--- config.mk ---
export PLATFORM = sky130hd
export DESIGN_NAME = dc_job_scheduler
export DESIGN_NICKNAME = d
export VERILOG_FILES = /design/src/rtl/dc_job_scheduler_pkg.sv /design/src/rtl/dc_job_fifo.sv /design/src/rtl/dc_job_scheduler.sv
export SDC_FILE = /design/constraint.sdc
export NUM_CORES = 1
export LEC_CHECK = 0
export ABC_AREA = 0
export BUFFER_PORTS_ARGS = -buffer_cell sky130_fd_sc_hd__buf_2
export CAP_MARGIN = 5
export CORE_ASPECT_RATIO = 1.2
export CORE_MARGIN = 2
export CORE_UTILIZATION = 35
export CTS_CLUSTER_DIAMETER = 200
export DETAILED_ROUTE_END_ITERATION = 8
export PLACE_DENSITY_LB_ADDON = 0.25
export SETUP_SLACK_MARGIN = 0.2
export SYNTH_ARGS = -nofsm -noshare
export SYNTH_HDL_FRONTEND = slang
export SYNTH_HIERARCHICAL = 1
export SYNTH_SLANG_ARGS = --single-unit
--- constraint.sdc ---
create_clock -name clk -period 4.5 [get_ports clk]
set_input_delay 0.45 -clock clk [delete_from_list [all_inputs] [get_ports clk]]
set_output_delay 0.45 -clock clk [all_outputs]
set_load 0.02 [all_outputs]
--- src/rtl/dc_job_scheduler_pkg.sv ---
// dc_job_scheduler_pkg: opcodes, FSM states and the queued job record shared by the scheduler files
package dc_job_scheduler_pkg;

    localparam logic [1:0] OP_IDLE = 2'b00;
    localparam logic [1:0] OP_FFT  = 2'b01;
    localparam logic [1:0] OP_FIR  = 2'b10;
    localparam logic [1:0] OP_IIR  = 2'b11;

    typedef enum logic [1:0] {
        S_IDLE = 2'b00,
        S_RUN  = 2'b01,
        S_GAP  = 2'b10
    } state_t;

    typedef struct packed {
        logic [1:0]  opcode;
        logic [31:0] offset;
        logic [31:0] filesize;
    } job_t;

    localparam int JOB_W = $bits(job_t);

endpackage

--- src/rtl/dc_job_fifo.sv ---
// dc_job_fifo: synchronous job FIFO with registered read data and exact occupancy
module dc_job_fifo #(
    parameter int DEPTH = 4,
    parameter int WIDTH = 66,
    localparam int AW = $clog2(DEPTH),
    localparam int LW = AW + 1
) (
    input  logic             clk,
    input  logic             reset,
    input  logic             i_push,
    input  logic [WIDTH-1:0] i_wdata,
    input  logic             i_pop,
    output logic [WIDTH-1:0] o_rdata,
    output logic             o_full,
    output logic             o_empty,
    output logic [LW-1:0]    o_level
);

    logic [WIDTH-1:0] r_mem [DEPTH];
    logic [AW-1:0]    r_wptr;
    logic [AW-1:0]    r_rptr;
    logic [LW-1:0]    r_level;
    logic             w_push;
    logic             w_pop;

    assign o_full  = r_level == LW'(DEPTH);
    assign o_empty = r_level == '0;
    assign o_level = r_level;
    assign w_push  = i_push && !o_full;
    assign w_pop   = i_pop && !o_empty;

    // storage array, written on accepted pushes only
    always_ff @(posedge clk) begin
        if (w_push) r_mem[w_push ? r_wptr : r_wptr] <= i_wdata;
    end

    // pointers, occupancy and the popped head word
    always_ff @(posedge clk or negedge reset) begin
        if (!reset) begin
            r_wptr  <= '0;
            r_rptr  <= '0;
            r_level <= '0;
            o_rdata <= '0;
        end else begin
            if (w_push) r_wptr <= r_wptr + 1'b1;
            if (w_pop) begin
                r_rptr  <= r_rptr + 1'b1;
                o_rdata <= r_mem[r_rptr];
            end
            r_level <= r_level + {{AW{1'b0}}, w_push} - {{AW{1'b0}}, w_pop};
        end
    end

endmodule

--- src/rtl/dc_job_scheduler.sv ---
// dc_job_scheduler: queues host accelerator jobs and issues them one at a time to dc_router_top
module dc_job_scheduler
    import dc_job_scheduler_pkg::*;
#(
    parameter int QUEUE_DEPTH    = 4,
    parameter int GAP_CYCLES     = 4,
    parameter int TIMEOUT_CYCLES = 4096,
    parameter int CNT_W          = 16,
    localparam int LW = $clog2(QUEUE_DEPTH) + 1
) (
    input  logic             clk,
    input  logic             reset,
    input  logic             job_valid,
    output logic             job_ready,
    input  logic [1:0]       job_opcode,
    input  logic [31:0]      job_offset,
    input  logic [31:0]      job_filesize,
    output logic [31:0]      instruction,
    output logic [31:0]      offset,
    output logic [31:0]      filesize,
    input  logic             acc_done,
    output logic             busy,
    output logic [LW-1:0]    queue_level,
    output logic [CNT_W-1:0] jobs_done,
    output logic [1:0]       err_status,
    input  logic             err_clear
);

    localparam int WW = $clog2(TIMEOUT_CYCLES) + 1;
    localparam int GW = $clog2(GAP_CYCLES) + 1;

    state_t         r_state;
    state_t         w_next;
    logic           r_init;
    logic           r_issue;
    logic [WW-1:0]  r_wd;
    logic [GW-1:0]  r_gap;
    logic           w_accept;
    logic           w_push;
    logic           w_illegal;
    logic           w_pop;
    logic           w_load;
    logic           w_done;
    logic           w_timeout;
    logic           w_full;
    logic           w_empty;
    logic           w_gap_exp;
    job_t           w_head;

    assign job_ready = r_init && !w_full;
    assign w_accept  = job_valid && job_ready;
    assign w_push    = w_accept && job_opcode != OP_IDLE;
    assign w_illegal = w_accept && job_opcode == OP_IDLE;
    assign w_gap_exp = r_gap == GW'(GAP_CYCLES - 1);
    // r_issue covers the cycle between popping a job and loading it into RUN
    assign busy      = r_state != S_IDLE || r_issue || !w_empty;

    dc_job_fifo #(
        .DEPTH (QUEUE_DEPTH),
        .WIDTH (JOB_W)
    ) u_fifo (
        .clk     (clk),
        .reset   (reset),
        .i_push  (w_push),
        .i_wdata ({job_opcode, job_offset, job_filesize}),
        .i_pop   (w_pop),
        .o_rdata (w_head),
        .o_full  (w_full),
        .o_empty (w_empty),
        .o_level (queue_level)
    );

    // next state: pop then load from IDLE, finish or abort in RUN, guard gap before next issue
    always_comb begin
        w_next    = r_state;
        w_pop     = 1'b0;
        w_load    = 1'b0;
        w_done    = 1'b0;
        w_timeout = 1'b0;
        case (r_state)
            S_IDLE: begin
                w_pop  = !r_issue && !w_empty;
                w_load = r_issue;
                w_next = r_issue ? S_RUN : S_IDLE;
            end
            S_RUN: begin
                w_done    = acc_done;
                w_timeout = !acc_done && r_wd == WW'(TIMEOUT_CYCLES - 1);
                w_next    = (w_done || w_timeout) ? S_GAP : S_RUN;
            end
            S_GAP:   w_next = (w_gap_exp && !acc_done) ? S_IDLE : S_GAP;
            default: w_next = S_IDLE;
        endcase
    end

    // state register
    always_ff @(posedge clk or negedge reset) begin
        if (!reset) r_state <= S_IDLE;
        else        r_state <= w_next;
    end

    // watchdog and gap counters, issue handshake and post-reset ready enable
    always_ff @(posedge clk or negedge reset) begin
        if (!reset) begin
            r_init  <= 1'b0;
            r_issue <= 1'b0;
            r_wd    <= '0;
            r_gap   <= '0;
        end else begin
            r_init  <= 1'b1;
            r_issue <= w_pop;
            r_wd    <= (r_state == S_RUN) ? r_wd + 1'b1 : '0;
            r_gap   <= (r_state != S_GAP) ? '0 : (w_gap_exp ? r_gap : r_gap + 1'b1);
        end
    end

    // router-facing job registers; offset/filesize keep the last job through the gap
    always_ff @(posedge clk or negedge reset) begin
        if (!reset) begin
            instruction <= '0;
            offset      <= '0;
            filesize    <= '0;
        end else if (w_load) begin
            instruction <= {30'b0, w_head.opcode};
            offset      <= w_head.offset;
            filesize    <= w_head.filesize;
        end else if (w_done || w_timeout) begin
            instruction <= '0;
        end
    end

    // completion counter and sticky error flags; a new error beats a same-cycle clear
    always_ff @(posedge clk or negedge reset) begin
        if (!reset) begin
            jobs_done  <= '0;
            err_status <= '0;
        end else begin
            jobs_done  <= jobs_done + CNT_W'(w_done);
            err_status <= (err_clear ? 2'b00 : err_status) | {w_illegal, w_timeout};
        end
    end

endmodule

==> results.py <==
metrics = {
    "outcome": {
        "status": "finished clean",
    },
    "sta": {
        "relSlewSlack_pct": 23.89,
        "setup_viol_count_final": 0,
        "rsz0062_at_grt": "false",
        "finalCriticalPeriod_ns": 2.994,
        "worst_slew_pin_slew_ns": 1.142,
        "fmax_ghz": 0.3340,
        "setup_slack_ns": 1.506,
        "post-route-period-util_pct": 66.53,
        "setup_tns_ns": 0,
        "skew_ns": 0.01862,
        "slew_violations": 0,
        "hold_ws_ns": 0.1203,
        "hold_viol": 0,
    },
    "logic_synthesis": {
        "yosysMostFrequentCell": "nand2_1",
        "synth_cell_type_count": 46,
        "netlist_top_cells_area": "edfxtp_1, dfrtp_1, nand2_1, mux4_2, buf_4",
        "yosys.area.top_type": "edfxtp_1",
        "avgSynthCellArea_um2": 14.90,
        "synth_area_mm2": 0.01690,
        "synth_ff_type": "edfxtp_1",
        "synth_common_cells": "nand2_1, edfxtp_1, dfrtp_1, mux4_2, buf_4",
        "synthCells": 1134,
        "synth_edf_count": 264,
        "synth-async-reset-ratio_pct": 40.14,
        "synth-seq-cells": 441,
        "synth_top_area_share_pct": 46.92,
        "yosysSeqAreaShare_pct": 73.13,
        "synth_warnings": 6,
    },
    "detailed_routing": {
        "first_iter_violations": 492,
        "num_vias": 9101,
        "drt-total-wl_um": 35730,
        "detail_route.vias_per_cell": 4.624,
        "wl_per_cell_um": 18.15,
        "drc": 0,
        "ant_nets": 0,
        "dr.pass1.iters": 4,
    },
    "pwr": {
        "power_density_mw_per_mm2": 660.2,
        "power_leakage_nw": 8.130,
        "ir_drop_v": 0.0003411,
    },
    "critical_path": {
        "ff2ff_setup_slack_ns": 1.51,
        "cp.arrival_ns": 3.15,
        "worstSetupPathType": "reg2reg",
        "cpPeakStageDelay_ns": 0.99,
        "crit_top_cell": "nor2b_1",
        "cp_slowest_cell": "and2_4",
        "worstPathCellList": "nor3b_2 > nor2b_1 > nand2_1 > nor2_1 > nor2b_1 > and2_4",
        "r2r-start": "u_fifo/o_level[2]$_DFF_PN0_",
        "worst-path-buf-inv": 0,
        "worstPathMaxFanout": 66,
        "cpLargestDelayFamily": "simple AND/OR/NAND/NOR gates",
        "required_ns": 4.65,
        "startpoint_type": "register",
        "reg2reg_to": "u_fifo/r_mem[2][39]$_DFFE_PP_",
        "crit_path_end_kind": "register",
        "rr_worst_depth": 6,
    },
    "cts": {
        "clk_pin_slew_ns": 0.06,
        "cts_buffers": 45,
        "cts_sinks": 441,
        "htreeDepth": 2,
        "cts_setup_buffers": 0,
        "clock_path_buffers": 3,
        "root_buffer": "clkbuf_16",
        "clk-insertion-delay-late_ns": 0.55,
        "cts_tree": "done",
    },
    "run": {
        "maxCapViolCount": 0,
    },
    "place": {
        "pre_cts_slack_ns": 1.517,
        "dpl.hpwl_um": 20960,
        "portBuffers": 159,
        "gp_congestion": 0.7490,
    },
    "die": {
        "start_util_pct": 35.28,
        "core-area_mm2": 0.04790,
        "dieWidth_um": 204.6,
        "fp.dieH_um": 244.7,
        "io_pins": 190,
        "die_area_mm2": 0.05006,
        "rows": 88,
    },
    "min_path": {
        "hold-path-endpoint": "u_fifo/r_mem[0][26]$_DFFE_PP_",
        "min-delay-start": "job_filesize[26]",
        "hp-class": "in2reg",
        "holdPathStages": 1,
    },
    "grt": {
        "track_usage_pct": 14.46,
        "grt_pass1_vias": 9491,
        "grt-ovfl-total": 0,
        "grt_antenna_before_repair": 9,
        "grt_max_degree": 105,
        "grt_pass1_wl_um": 55710,
    },
    "layout": {
        "area_delta_synth_final_pct": 16.14,
        "layout.nets": 1382,
        "drive_gt1_share_pct": 22.98,
        "nFillCells": 4460,
    },
}
-- sequential cells by signal (all words and copies together) (netlist names) --
| signal | cells |
|---|---|
| u_fifo/r_mem | 264 |
| u_fifo/o_rdata | 66 |
| filesize | 32 |
| offset | 32 |
| jobs_done | 16 |
| r_wd | 13 |
| r_gap | 3 |
| u_fifo/o_level | 3 |
| err_status | 2 |
| instruction | 2 |
| r_state | 2 |
| u_fifo/r_rptr | 2 |
| u_fifo/r_wptr | 2 |
| r_init | 1 |
| r_issue | 1 |
-- logic make-up after synthesis --
logic type	share of synthesized area (%)
fa+ha+maj	0.9330
mux	8.923
compound gates	1.133
flops	73.13
xor+xnor	1.192
buf+inv	3.347
simple gates	11.29
other cells	0.04445
-- layout make-up --
class	count	area, µm²	share of cell area [%]
repair buffers	167	879.6	4.482
well taps	630	788.3	4.017
clock inverters	17	138.9	0.7077
diodes	2	5.005	0.02550
clock buffers	67	1291	6.580
inverters	15	56.30	0.2869
multi-input cells	629	4100	20.89
flip-flops and latches	441	12360	63.01
-- placed cells by master, fill, tap and decap left out, drive strengths merged, types with 6 or more instances in the layout --
cell type / count
dfrtp: 177
clkbuf: 68
nand3: 10
nor2: 14
inv: 17
o31ai: 6
nor3: 7
clkinv: 12
nand4: 6
nand2: 399
conb: 31
edfxtp: 264
buf: 165
ha: 11
and2: 6
xor2: 12
xnor2: 11
nor4: 7
mux4: 66
a21oi: 8
-- repair_timing --
item	CTS	global route
hold buffers	1	0
hold endpoints to repair	73	0
gates resized for setup	0	0
-- worst reg2reg max path: cells and delay by family (launching register included) --
family	cells	cell delay (ns)
DFF	1	0.45
and+or+nand+nor	6	2.08
-- per-stage QoR --
stage | utilization, % | power [W] | instance area (µm²) | instances
after floorplan | - | 0.008418 | 17010 | 1163
after global placement | 37.95 | 0.009507 | 18180 | 1881
after detailed placement | 37.95 | 0.009557 | 18180 | 1881
after CTS | 40.96 | 0.01321 | 19620 | 1966
after global routing | 40.96 | 0.01379 | 19620 | 1966
final | 40.97 | 0.01295 | 19620 | 1968
-- layer usage --
metal	vias to the layer above	routed length, µm	GRT usage (%)
met3	66	1548	3.093
met4	10	806	4.071
met1	4581	15580	18.79
met2	172	17730	24.41
met5	-	66	0
li1	4272	-	-
-- power by group --
| part | switching [W] | internal, W | total, W |
|---|---|---|---|
| Clock | 0.00150 | 0.00210 | 0.00360 |
| Combinational | 0.00215 | 0.00136 | 0.00351 |
| Sequential | 0.000670 | 0.00518 | 0.00585 |
| Total | 0.00432 | 0.00864 | 0.0130 |
-- how the worst max path moves through the flow --
stage                                     start                            end  slack (ns)  cells after the start
finish              u_fifo/o_level[2]$_DFF_PN0_  u_fifo/r_mem[2][39]$_DFFE_PP_        1.51                      6
global route        u_fifo/o_level[2]$_DFF_PN0_   u_fifo/r_mem[2][4]$_DFFE_PP_        1.24                      6
CTS                 u_fifo/o_level[2]$_DFF_PN0_  u_fifo/r_mem[2][52]$_DFFE_PP_        1.49                      6
detailed placement  u_fifo/o_level[2]$_DFF_PN0_  u_fifo/r_mem[2][43]$_DFFE_PP_        1.52                      6
global placement    u_fifo/o_level[2]$_DFF_PN0_  u_fifo/r_mem[0][45]$_DFFE_PP_        1.53                      6
floorplan           u_fifo/o_level[2]$_DFF_PN0_   u_fifo/r_mem[0][0]$_DFFE_PP_        0.85                      7
Power figures use the tool's default switching activity.
